**config.mk**
```make
export PLATFORM = sky130hd
export DESIGN_NAME = adder_pipe_harness
export DESIGN_NICKNAME = d
export VERILOG_FILES = /design/src/rtl/adder_pipe_harness.sv
export SDC_FILE = /design/constraint.sdc
export NUM_CORES = 1
export LEC_CHECK = 0
export ABC_CLOCK_PERIOD_IN_PS = 2950
export BUFFER_PORTS_ARGS = -buffer_cell sky130_fd_sc_hd__buf_4
export CELL_PAD_IN_SITES_DETAIL_PLACEMENT = 1
export CELL_PAD_IN_SITES_GLOBAL_PLACEMENT = 2
export CORE_MARGIN = 2
export CORE_UTILIZATION = 33
export CTS_CLUSTER_SIZE = 24
export DETAILED_ROUTE_END_ITERATION = 8
export GPL_TIMING_DRIVEN = 0
export PLACE_DENSITY_LB_ADDON = 0.2
export SKIP_LAST_GASP = 1
export SLEW_MARGIN = 20
export SYNTH_ARGS = -nofsm -noshare
export SYNTH_HDL_FRONTEND = slang
export SYNTH_SLANG_ARGS = --single-unit
```
**constraint.sdc**
```tcl
create_clock -name clk -period 2.95 [get_ports clk]
set_clock_uncertainty 0.05 [all_clocks]
set_input_delay 0.885 -clock clk [delete_from_list [all_inputs] [get_ports clk]]
set_output_delay 0.885 -clock clk [all_outputs]
set_load 0.01 [all_outputs]
```
**src/rtl/adder_pipe_harness.sv**
```systemverilog
// adder_pipe_harness: valid/ready register harness (S1 operands -> prefix adder -> S2 sum)
// around a generated Kogge-Stone prefix-tree adder, with a count of accepted beats.
// Optional build macro ADDER_PIPE_FLAGS_EN adds the registered out_zero and out_ovf flags.
// With the macro undefined, neither flag port nor any flag logic exists.

module adder_pipe_ks #(
    parameter int WIDTH = 32
) (
    input  logic [WIDTH-1:0] a,
    input  logic [WIDTH-1:0] b,
    input  logic             cin,
    output logic [WIDTH-1:0] sum,
    output logic             cout
);
    // Position 0 of the prefix vectors carries cin as a pure generate, so every
    // group (g,p) that reaches down to position 0 is the true carry out of that bit.
    localparam int N  = WIDTH + 1;
    localparam int LV = $clog2(N);

    logic [N-1:0] g0;
    logic [N-1:0] p0;

    assign g0 = {a & b, cin};
    assign p0 = {a ^ b, 1'b0};

    for (genvar l = 0; l < LV; l++) begin : g_lvl
        localparam int D = 1 << l;
        logic [N-1:0] g;
        logic [N-1:0] p;
        if (l == 0) begin : g_first
            assign g = g0 | (p0 & (g0 << D));
            assign p = p0 & (p0 << D);
        end else begin : g_next
            assign g = g_lvl[l-1].g | (g_lvl[l-1].p & (g_lvl[l-1].g << D));
            assign p = g_lvl[l-1].p & (g_lvl[l-1].p << D);
        end
    end

    assign sum  = (a ^ b) ^ g_lvl[LV-1].g[N-2:0];
    assign cout = g_lvl[LV-1].g[N-1];
endmodule

module adder_pipe_harness #(
    parameter int WIDTH     = 32,
    parameter int CNT_WIDTH = 16
) (
    input  logic                 clk,
    input  logic                 rst_n,
    input  logic                 in_valid,
    output logic                 in_ready,
    input  logic [WIDTH-1:0]     in_a,
    input  logic [WIDTH-1:0]     in_b,
    input  logic                 in_cin,
    output logic                 out_valid,
    input  logic                 out_ready,
    output logic [WIDTH-1:0]     out_sum,
    output logic                 out_cout,
    output logic [CNT_WIDTH-1:0] txn_count
`ifdef ADDER_PIPE_FLAGS_EN
    ,
    output logic                 out_zero,
    output logic                 out_ovf
`endif
);
    logic             s1_valid;
    logic [WIDTH-1:0] s1_a;
    logic [WIDTH-1:0] s1_b;
    logic             s1_cin;
    logic [WIDTH-1:0] core_sum;
    logic             core_cout;
    logic             adv;
    logic             in_fire;
    logic             out_fire;

    // S1 moves into S2 whenever S2 is empty or being drained this cycle.
    assign adv      = s1_valid & (~out_valid | out_ready);
    assign in_ready = ~s1_valid | adv;
    assign in_fire  = in_valid & in_ready;
    assign out_fire = out_valid & out_ready;

    // The core only ever sees registered operands, giving a clean reg-to-reg path.
    adder_pipe_ks #(.WIDTH(WIDTH)) u_core (
        .a    (s1_a),
        .b    (s1_b),
        .cin  (s1_cin),
        .sum  (core_sum),
        .cout (core_cout)
    );

    // S1 operand stage: operands load only on an accepted beat, so idle X never enters.
    always_ff @(posedge clk or negedge rst_n) begin
        if (!rst_n) begin
            s1_valid <= 1'b0;
            s1_a     <= '0;
            s1_b     <= '0;
            s1_cin   <= 1'b0;
        end else if (in_fire) begin
            s1_valid <= 1'b1;
            s1_a     <= in_a;
            s1_b     <= in_b;
            s1_cin   <= in_cin;
        end else if (adv) begin
            s1_valid <= 1'b0;
        end
    end

    // S2 result stage: holds steady while stalled, refills in the same cycle it drains.
    always_ff @(posedge clk or negedge rst_n) begin
        if (!rst_n) begin
            out_valid <= 1'b0;
            out_sum   <= '0;
            out_cout  <= 1'b0;
        end else if (adv) begin
            out_valid <= 1'b1;
            out_sum   <= core_sum;
            out_cout  <= core_cout;
        end else if (out_fire) begin
            out_valid <= 1'b0;
        end
    end

    // Accepted-beat counter, wraps naturally at 2^CNT_WIDTH.
    always_ff @(posedge clk or negedge rst_n) begin
        if (!rst_n) begin
            txn_count <= '0;
        end else if (in_fire) begin
            txn_count <= txn_count + 1'b1;
        end
    end

`ifdef ADDER_PIPE_FLAGS_EN
    // Result flags travel with the sum into S2.
    always_ff @(posedge clk or negedge rst_n) begin
        if (!rst_n) begin
            out_zero <= 1'b0;
            out_ovf  <= 1'b0;
        end else if (adv) begin
            out_zero <= (core_sum == '0);
            out_ovf  <= (s1_a[WIDTH-1] == s1_b[WIDTH-1]) && (core_sum[WIDTH-1] != s1_a[WIDTH-1]);
        end
    end
`endif
endmodule

```
==> metrics.csv <==
stage,metric,value,unit
status,outcome,"complete, no violations",
timing,endpoints failing hold,0,
cells_and_area,layout cells sized above 1,20.98,%
placement,post-placement cell area,7313,um^2
synth,Syn Area/Cell,8.742,um^2
worst_setup_path,CP startpoint kind,flop,
placement,HPWL after DPL,13.69,mm
cells_and_area,antenna cells,0,
cells_and_area,Layout area overhead,33.20,%
synth,Post-synth EDFFs,0,
cells_and_area,register area,2903,um^2
cells_and_area,Layout Nets,948,
placement,Port Buffers,119,
global_route,vias in the first global route,5766,
worst_setup_path,R2R Path Start,s1_cin,
synth,Netlist Area Pre-Place,6102,um^2
worst_setup_path,worst-path cell chain,fa_2 > a211oi_2 > o211ai_1 > buf_4 > a2111oi_4 > or4_4 > buf_4 > a41oi_1 > nor2_1 > xor2_1 > o21ai_1,
synth,Synth Instances,698,
floorplan,Die Ht,140.0,um
min_path,min-delay worst type,primary input to asynchronous set/reset pin,
detailed_routing,# DRC,0,
timing,Worst Tran Pin Value,656.7,ps
global_route,largest net degree at the start of global routing,74,
clock_tree,TritonCTS buffer count,17,
floorplan,std cell rows,49,
clock_tree,clk buf depth,2,
floorplan,I/O Pins,120,
synth,Async SR Flop Fraction,100.0,%
floorplan,DIE WIDTH,140.0,um
synth,syn_nets,801,
cells_and_area,Multi-input gate area,3148,um^2
clock_tree,worst skew pair latency,420,ps
synth,number of distinct library cells after synthesis,57,
cells_and_area,Layout fillers,2160,
timing,Rel. slew slack,56.22,%
clock_tree,Clock Root Buffer,clkbuf_16,
detailed_routing,First-pass DRT Iterations,4,
timing,final setup vio count,0,
worst_setup_path,Worst Setup SP,s1_cin,
run,MaxCap Viol Count,0,
global_route,first-pass GRT wire length,29.98,mm
timing,Final period util,97.58,%
placement,GP Congestion,0.8207,
placement,# placed instances,1047,
floorplan,DIE AREA,19590,um^2
worst_setup_path,WP data required,3190,ps
detailed_routing,via count,5447,
cells_and_area,"most common cell after layout, fill and taps aside",nand2_1,
synth,commonest register cell after synthesis,dfrtp_1,
cells_and_area,Final Cell Area,8128,um^2
detailed_routing,Routed WL,18.43,mm
worst_setup_path,CP max stage delay,430,ps
detailed_routing,DR WL/cell,16.96,um
worst_setup_path,Crit. End Element,flop,
clock_tree,clock-pin slew on the worst setup and hold paths,60,ps
timing,setup_tns,0,ps
pwr,power density cells,815.3,nW/um^2
floorplan,Initial Utilization,33.85,%
timing,unrepaired setup endpoints after global routing,true,
clock_tree,Clock Sinks,116,
global_route,GRT Residual Overflow,0,
synth,sequential area share after synthesis,47.57,%
detailed_routing,Vias/cell,5.011,
pwr,peak supply drop,0.0004220,V
worst_setup_path,Setup CP Type,flop to flop,
synth,synthesis-stage register bit count,116,
cells_and_area,Finished Layout Cells,1087,
pwr,LEAKAGE,4.094,nW
clock_tree,CTS tree,yes,
timing,Final min period,2879,ps
floorplan,core region area,18020,um^2
detailed_routing,Iter 0 DRT Violations,237,
timing,Fmax,347.4,MHz
worst_setup_path,CP dominant cell by count,buf_4,
clock_tree,H-tree levels,4,
global_route,initial antenna violation count,0,
timing,Pins Over Slew Limit,0,
synth,Yosys warnings,0,
worst_setup_path,reg2reg path depth,11,
worst_setup_path,arrival time at the worst endpoint,3120,ps
global_route,GRT Total Usage,19.22,%
detailed_routing,post-route ant nets,0,
worst_setup_path,"slowest stage cell, crit path",a2111oi_4,
cells_and_area,"commonest cells after routing, fill and taps aside","nand2_1 (252), buf_4 (126), dfrtp_1 (116)",
worst_setup_path,Max Fanout on Critical Path,3,
-- cell families (layout without fill, tap and decap cells) --
group / Yosys count / count (layout) / synth area share (%)
xor+xnor: 41 / 41 / 5.885
buf+inv: 36 / 196 / 2.214
mux: 2 / 2 / 0.3281
simple gates: 336 / 336 / 23.31
fa+ha+maj: 34 / 34 / 7.095
compound gates: 133 / 133 / 13.59
flops: 116 / 116 / 47.57
-- layout make-up --
class	count	area share, %
multi-input combinational	546	38.73
sequential	116	35.71
timing repair buffer	128	12.12
clock buffer	17	5.234
tap	229	3.525
clock inverter	15	3.017
buffer	25	1.155
inverter	11	0.5080
-- Yosys cell counts (2+ instances only) --
cell	n	share of area [%]
a21boi_0	5	0.62
nand2b_1	4	0.41
a211oi_1	2	0.25
clkbuf_1	20	1.2
nand4b_1	2	0.29
o211ai_1	6	0.74
nand2_1	252	16
xnor2_1	23	3.3
ha_1	33	6.8
a211o_1	2	0.29
dfrtp_1	116	48
and3_1	4	0.41
buf_1	5	0.31
o21ai_1	2	0.16
o22ai_1	3	0.31
inv_1	11	0.68
nand4_1	6	0.62
nor3_1	5	0.41
mux2i_1	2	0.33
a21oi_1	32	2.6
o21bai_1	4	0.49
a21oi_2	2	0.29
nor3b_1	3	0.37
and2_1	4	0.41
or2_2	2	0.21
nor2_1	24	1.5
xor2_1	18	2.6
o21ai_0	44	3.6
a311oi_1	2	0.29
or4_1	3	0.37
or3_1	5	0.51
a21o_1	14	1.7
nand3_1	14	1.1
-- worst paths after layout --
kind	to	slack (ps)
hold reg to reg	txn_count[15]	420
setup reg to reg	out_sum[29]	70
max in group asynchronous	s1_b[4]	1790
hold / removal	out_sum[18]	340
setup / recovery	out_sum[29]	70
min in group clk	txn_count[15]	420
-- flip-flops by register name, indices dropped and copies added, names as in the netlist --
register	count
out_cout	1
out_valid	1
txn_count	16
out_sum	32
s1_cin	1
s1_a	32
s1_b	32
s1_valid	1
-- power breakdown --
part	leakage, nW	switching, mW	internal [mW]
combinational	2.33	1.11	0.931
sequential	1.43	0.280	1.94
clock	0.328	0.833	1.53
-- worst max-delay path, delay by kind of cell (launching register included) --
family                     cells  cell delay, ps
and+or+nand+nor                2             360
adders and majority gates      1             420
AOI/OAI and AO/OA              5            1040
xor gates and xnor gates       1             150
DFF                            1             420
buffers and inverters          2             310
-- layer usage --
metal	up-vias	part of all wire [%]	GRT usage (%)
met5	-	0	0
met1	2676	46	25.15
li1	2657	-	-
met4	0	1.3	4.632
met3	18	3.6	3.966
met2	96	49	32.79
-- stage by stage --
| step | util [%] | hold slack, ps | total power, mW | worst slack [ps] |
|---|---|---|---|---|
| 6_report | 45.09 | 336.6 | 6.627 | 71.35 |
| 3_3_place_gp | 40.40 | 413.6 | 4.140 | -390.9 |
| 4_1_cts | 44.56 | 342.5 | 6.645 | 27.02 |
| 3_5_place_dp | 40.57 | 412.8 | 4.207 | -374.8 |
| 2_1_floorplan | - | 399.7 | 3.322 | 281.7 |
| 5_1_grt | 45.09 | 360.6 | 7.010 | -76.06 |
-- repair_timing --
action,in CTS,in global routing
pin swaps,2,8
resized for setup,7,13
endpoints found under the setup margin,7,12
buffers inserted,2,6
hold buffers,0,0
Note: power is estimated with default switching activity, not from simulation.
